[config.mk]
export PLATFORM = sky130hd
export DESIGN_NAME = axis_frame_writer
export DESIGN_NICKNAME = d
export VERILOG_FILES = /design/src/rtl/video_pkg.sv /design/src/rtl/pixel_packer.sv /design/src/rtl/axis_frame_writer.sv
export SDC_FILE = /design/constraint.sdc
export NUM_CORES = 1
export LEC_CHECK = 0
export BUFFER_PORTS_ARGS = -buffer_cell sky130_fd_sc_hd__buf_2
export CAP_MARGIN = 30
export CORE_UTILIZATION = 30
export CTS_BUF_LIST = sky130_fd_sc_hd__clkbuf_2
export DETAILED_ROUTE_END_ITERATION = 12
export HOLD_SLACK_MARGIN = 0.1
export SYNTH_ARGS = -nofsm -noshare
export SYNTH_HDL_FRONTEND = slang
export SYNTH_SLANG_ARGS = --single-unit
[constraint.sdc]
create_clock -name clk -period 2.7 [get_ports clk]
set_input_delay 0.54 -clock clk [delete_from_list [all_inputs] [get_ports clk]]
set_output_delay 0.54 -clock clk [all_outputs]
set_load 0.02 [all_outputs]
[src/rtl/video_pkg.sv]
// Shared definitions for the video capture path: pixel formats, frame FSM
// state encoding and frame-size helper.
package video_pkg;

  // Run-time pixel format select
  localparam logic FMT_RGB565 = 1'b0;
  localparam logic FMT_GREY8  = 1'b1;

  // Frame FSM states
  typedef enum logic [1:0] {
    IDLE  = 2'd0,
    RUN   = 2'd1,
    DRAIN = 2'd2
  } state_t;

  // Number of pixels in one complete frame
  function automatic int frame_pix(input int h_res, input int v_res);
    return h_res * v_res;
  endfunction

endpackage

[src/rtl/pixel_packer.sv]
// Byte-to-pixel packer: tracks the byte phase inside a pixel, unpacks
// RGB565 or grey8 into CH_W-bit channels and holds the single output
// register (pixel, address, bank) until the memory accepts it.
module pixel_packer
  import video_pkg::*;
#(
  parameter int ADDR_W = 19,
  parameter int CH_W   = 5
) (
  input  logic              clk,
  input  logic              RESET,
  input  logic              beat,      // accepted beat that carries pixel data
  input  logic [7:0]        data,
  input  logic              last,
  input  logic              fmt,
  input  logic [ADDR_W-1:0] addr,
  input  logic              bank,
  input  logic              wr_ready,
  output logic              pix_done,  // this beat completes a pixel
  output logic              ready,
  output logic [CH_W-1:0]   red,
  output logic [CH_W-1:0]   green,
  output logic [CH_W-1:0]   blue,
  output logic [ADDR_W-1:0] index,
  output logic              wr_bank,
  output logic              valid
);

  // Top CH_W bits of a left-aligned 8-bit channel
  function automatic logic [CH_W-1:0] msbs(input logic [7:0] v);
    return v[7 -: CH_W];
  endfunction

  logic        phase_r;   // 1 = high byte of an RGB565 pixel already held
  logic [7:0]  hi_r;
  logic [15:0] pix_s;
  logic [7:0]  r8_s;
  logic [7:0]  g8_s;
  logic [7:0]  b8_s;

  // Only one output register: a new pixel may load whenever the held one
  // is gone or leaves on this same edge.
  assign ready = !valid || wr_ready;

  // Pixel completion and channel unpacking, each channel left-aligned to 8 bits
  always_comb begin
    pix_s    = {hi_r, data};
    pix_done = beat && ((fmt == FMT_GREY8) || phase_r);
    if (fmt == FMT_GREY8) begin
      r8_s = data;
      g8_s = data;
      b8_s = data;
    end else begin
      r8_s = {pix_s[15:11], 3'b000};
      g8_s = {pix_s[10:5],  2'b00};
      b8_s = {pix_s[4:0],   3'b000};
    end
  end

  // Byte phase; a tlast on a high byte drops the partial pixel
  always_ff @(posedge clk or posedge RESET) begin
    if (RESET) begin
      phase_r <= 1'b0;
      hi_r    <= 8'd0;
    end else if (beat) begin
      hi_r <= data;
      if ((fmt == FMT_GREY8) || phase_r || last) begin
        phase_r <= 1'b0;
      end else begin
        phase_r <= 1'b1;
      end
    end
  end

  // Output register: load a completed pixel, hold while stalled, clear on accept
  always_ff @(posedge clk or posedge RESET) begin
    if (RESET) begin
      valid   <= 1'b0;
      red     <= '0;
      green   <= '0;
      blue    <= '0;
      index   <= '0;
      wr_bank <= 1'b0;
    end else if (pix_done) begin
      valid   <= 1'b1;
      red     <= msbs(r8_s);
      green   <= msbs(g8_s);
      blue    <= msbs(b8_s);
      index   <= addr;
      wr_bank <= bank;
    end else if (wr_ready) begin
      valid <= 1'b0;
    end
  end

endmodule

[src/rtl/axis_frame_writer.sv]
// AXI-Stream to frame-buffer writer. Frame FSM, pixel address counter,
// write/read bank selection and good-frame counter; pixel assembly and the
// output register live in pixel_packer.
module axis_frame_writer
  import video_pkg::*;
#(
  parameter int H_RES      = 640,
  parameter int V_RES      = 480,
  parameter int ADDR_W     = 19,
  parameter int CH_W       = 5,
  parameter int DOUBLE_BUF = 1
) (
  input  logic              clk,
  input  logic              RESET,
  input  logic              enable,
  input  logic              fmt,
  input  logic [7:0]        s_tdata,
  input  logic              s_tvalid,
  output logic              s_tready,
  input  logic              s_tlast,
  output logic [CH_W-1:0]   red,
  output logic [CH_W-1:0]   green,
  output logic [CH_W-1:0]   blue,
  output logic [ADDR_W-1:0] index,
  output logic              wr_bank,
  output logic              valid,
  input  logic              wr_ready,
  output logic              rd_bank,
  output logic              frame_done,
  output logic              frame_err,
  output logic [15:0]       frame_count
);

  localparam int FRAME_PIX = frame_pix(H_RES, V_RES);
  localparam logic [ADDR_W-1:0] LAST_PIX = ADDR_W'(FRAME_PIX - 1);

  state_t            state_r;
  logic              fmt_r;
  logic              boundary_r;   // next accepted beat starts a frame
  logic [ADDR_W-1:0] pix_cnt_r;    // address of the next pixel to assemble
  logic              bank_r;       // bank the current/next frame writes to
  logic              rd_bank_r;
  logic              frame_done_r;
  logic              frame_err_r;
  logic [15:0]       frame_count_r;

  logic              fire_s;
  logic              start_s;
  logic              process_s;
  logic              cur_fmt_s;
  logic              pix_done_s;
  logic              last_pix_s;
  logic              good_s;
  logic              early_s;
  logic              overrun_s;
  logic              drain_end_s;
  logic              pk_ready_s;
  logic              pk_valid_s;
  logic              pk_bank_s;
  logic [ADDR_W-1:0] pk_index_s;

  // Frame-level decode of the current beat
  always_comb begin
    fire_s      = s_tvalid && s_tready;
    start_s     = (state_r == IDLE) && fire_s && boundary_r && enable;
    process_s   = start_s || ((state_r == RUN) && fire_s);
    cur_fmt_s   = start_s ? fmt : fmt_r;
    last_pix_s  = pix_done_s && (pix_cnt_r == LAST_PIX);
    good_s      = process_s && s_tlast && last_pix_s;
    early_s     = process_s && s_tlast && !last_pix_s;
    overrun_s   = process_s && !s_tlast && last_pix_s;
    drain_end_s = (state_r == DRAIN) && fire_s && s_tlast;
  end

  pixel_packer #(
    .ADDR_W (ADDR_W),
    .CH_W   (CH_W)
  ) u_packer (
    .clk      (clk),
    .RESET    (RESET),
    .beat     (process_s),
    .data     (s_tdata),
    .last     (s_tlast),
    .fmt      (cur_fmt_s),
    .addr     (pix_cnt_r),
    .bank     (bank_r),
    .wr_ready (wr_ready),
    .pix_done (pix_done_s),
    .ready    (pk_ready_s),
    .red      (red),
    .green    (green),
    .blue     (blue),
    .index    (pk_index_s),
    .wr_bank  (pk_bank_s),
    .valid    (pk_valid_s)
  );

  assign s_tready    = pk_ready_s;
  assign valid       = pk_valid_s;
  assign rd_bank     = rd_bank_r;
  assign frame_done  = frame_done_r;
  assign frame_err   = frame_err_r;
  assign frame_count = frame_count_r;

  // A pending write carries its own captured address and bank so the frame
  // bookkeeping may move on underneath it; with nothing pending the next
  // write position is shown.
  assign index   = pk_valid_s ? pk_index_s : pix_cnt_r;
  assign wr_bank = pk_valid_s ? pk_bank_s  : bank_r;

  // Frame FSM with address counter, banks, frame counter and status pulses
  always_ff @(posedge clk or posedge RESET) begin
    if (RESET) begin
      state_r       <= IDLE;
      fmt_r         <= FMT_RGB565;
      boundary_r    <= 1'b1;
      pix_cnt_r     <= '0;
      bank_r        <= 1'b0;
      rd_bank_r     <= 1'b0;
      frame_done_r  <= 1'b0;
      frame_err_r   <= 1'b0;
      frame_count_r <= 16'd0;
    end else begin
      frame_done_r <= good_s;
      frame_err_r  <= early_s || drain_end_s;

      if (fire_s) begin
        boundary_r <= s_tlast;
      end

      if (start_s) begin
        fmt_r <= fmt;
      end

      case (state_r)
        IDLE, RUN: begin
          if (process_s) begin
            if (s_tlast) begin
              state_r <= IDLE;
            end else if (last_pix_s) begin
              state_r <= DRAIN;
            end else begin
              state_r <= RUN;
            end
          end
        end
        DRAIN: begin
          if (drain_end_s) begin
            state_r <= IDLE;
          end
        end
        default: state_r <= IDLE;
      endcase

      if (good_s || early_s || overrun_s) begin
        pix_cnt_r <= '0;
      end else if (pix_done_s) begin
        pix_cnt_r <= pix_cnt_r + {{(ADDR_W-1){1'b0}}, 1'b1};
      end

      if (good_s) begin
        frame_count_r <= frame_count_r + 16'd1;
        rd_bank_r     <= bank_r;
        if (DOUBLE_BUF != 0) begin
          bank_r <= ~bank_r;
        end
      end
    end
  end

endmodule

==> qor.yml <==
synthToLayoutAreaGrowth_pct: 17.6
vias_per_cell: 4.74
slew_viol_final: 0
synth.distinct_cells: 42
grt_pass1_wl_um: 15300
clk_latency_ps: 580
syn_nets: 422
setup_violations: 0
antenna_left: 0
io_buffers: 70
cp.required_ps: 2160
clkSlewWorstSetupHoldPaths_ps: 240
syn_area_um2: 4180
synth_area_leaders: "dfrtp_1, nand2_1, mux2_2, xnor2_1, mux2i_1"
status: "completed"
drive_gt1_frac: 0.275
cp_max_fo: 22
drt-wirelength-per-cell_um: 13.6
syn_inst: 405
cts_made_buffers: 9
die_y_um: 120
grt_use_met2: 0.217
grt_use_met3: 0.0333
cts-root-buf: "clkbuf_2"
endpoint_kind: "output port"
ys_seq_area_frac: 0.527
layout.nets: 497
async_flop_share: 1.00
fin_crit_ps: 2350
hp-class: "in -> reg"
place_congestion: 0.758
dp_slack_ps: 230
synth_flop_cell: "dfrtp_1"
start_util: 0.312
grt.overflow.total: 0
min_period_over_period: 0.869
htree_levels: 3
io-pin-count: 71
grt_max_degree: 89
syn_area_per_cell_um2: 10.3
ff_latch_area_um2: 2200
gr-max-usage-layer: "met2"
grt_pass1_vias: 3064
antenna_found_initial: 1
yosysTopAreaCell: "dfrtp_1"
drt-pass1-iter-count: 4
clock_sinks: 88
num_vias: 3129
track_usage: 0.136
skew_ps: 33.6
cts_tree: "done"
synth_top_area_frac: 0.521
drc_errors: 0
dieWidth_um: 120
grt_use_met1: 0.173
fillers: 1358
worst_pin_slew_ps: 518
worstSetupStartpointType: "flop"
p_leak_nw: 2.49
drv_cap: 0
rsz0062_at_grt: "no"
die_area_um2: 14400
core_um2: 13400
dpl.hpwl_um: 6170
power.density_nw_per_um2: 709
detail_route.iter0.violations: 143
synth_edf_count: 0
rows: 42
yosys_warnings: 0
finalHoldViolCount: 0
critPathKind: "reg -> out"
setup_slack_ps: 355
slew_headroom: 0.655
ctsResizeCount: 0
cp.arrival_ps: 1810
cts_buffer_depth: 2
multi_input_area_um2: 1880
drt-total-wl_um: 9000
setup_tns_ps: 0
max-vdd-ir-drop_mv: 0.474
fmax_mhz: 426
antenna_cells: 0
ys_seq_elements: 88
[cell usage after synthesis, types with 2 or more instances]
master,n
mux2i_1,15
o31ai_1,3
xor2_1,9
dfrtp_1,87
ha_1,2
buf_4,2
clkbuf_1,11
inv_1,4
mux2i_2,2
nor2b_1,2
nand4_1,16
nor3_1,5
or3_1,3
buf_2,3
buf_1,3
mux2_2,29
and2_1,5
or4_1,2
nand3_1,15
xnor2_1,20
or2b_1,2
a21oi_1,7
nor2_1,19
o21ai_0,22
nand2b_1,2
nand2_1,91
and4_1,3
and3_1,7
[through the flow]
stage	util	hold WS, ps	power [mW]	std cells	area (µm²)
after global placement	0.357	452	2.74	644	4780
after detailed placement	0.357	456	2.78	644	4780
after CTS	0.367	145	3.54	660	4920
after floorplan	-	440	2.43	405	4190
final	0.367	206	3.48	660	4920
after global routing	0.367	147	3.72	660	4920
[report_power, final]
| group | internal [mW] | leakage (nW) | switching, mW |
|---|---|---|---|
| clock | 0.298 | 0.0735 | 0.449 |
| combinational | 0.426 | 1.23 | 0.641 |
| sequential | 1.54 | 1.18 | 0.132 |
| total | 2.26 | 2.49 | 1.22 |
[flip-flops by register name, indices dropped and copies added (netlist names)]
register,count
u_packer.red,5
state_r,2
pix_cnt_r,19
frame_done,1
rd_bank,1
u_packer.wr_bank,1
u_packer.valid,1
frame_err,1
u_packer.green,5
bank_r,1
frame_count,16
fmt_r,1
u_packer.phase_r,1
u_packer.index,19
u_packer.hi_r,8
boundary_r,1
u_packer.blue,5
[worst max-delay path, cell delays in order, from the launching register on]
cell	delay, ps
dfrtp_1	400
buf_4	280
mux2_2	400
buf_2	160
[logic make-up (layout without fill, tap and decap cells)]
group / after synthesis / in the layout / synth area share
and+or+nand+nor: 181 / 181 / 0.213
DFF: 88 / 88 / 0.527
muxes: 47 / 47 / 0.124
AOI/OAI and AO/OA: 35 / 35 / 0.0461
xor gates and xnor gates: 29 / 29 / 0.0607
buffers and inverters: 23 / 102 / 0.0233
adders and majority gates: 2 / 2 / 0.00598
[path summary, 6_finish.rpt]
path                                 startpoint  cells after the start  slack (ps)          endpoint
worst max-delay path             u_packer.valid                      3         350         index[15]
worst min-delay path                 s_tdata[2]                      2         210  u_packer.hi_r[2]
worst max register to register       boundary_r                      6         370    frame_count[5]
worst min register to register  frame_count[15]                      1         480   frame_count[15]
max in group asynchronous                 RESET                      4        1690        boundary_r
min in group asynchronous                 RESET                      4         580    frame_count[5]
[cell usage in the layout, fill, tap and decap left out, drive strengths merged, types with 7 or more instances in the layout]
cell type,netlist,layout
a21oi,7,7
and3,7,7
buf,8,82
clkbuf,11,9
dfrtp,87,87
mux2,30,30
mux2i,17,17
nand2,91,91
nand3,15,15
nand4,16,16
nor2,19,19
o21ai,22,22
xnor2,20,20
xor2,9,9
[repair_timing]
action | 4_1_cts | 5_1_grt
hold buffers | 1 | 0
hold endpoints to repair | 87 | 0
setup buffers | 0 | 0
[cell type report]
type                    count  area share
well taps                 176      0.0448
flip-flops and latches     88       0.448
inverters                   4     0.00382
clock buffers               9     0.00916
multi-input cells         294       0.383
repair buffers             83      0.0941
clock inverters             6      0.0170
[per-layer routing]
metal  vias up  routed length [µm]
met5         -                  17
li1       1539                   -
met2        66                4200
met3        18                 390
met1      1504                4200
met4         2                 194
(Power assumes the default switching activity.)
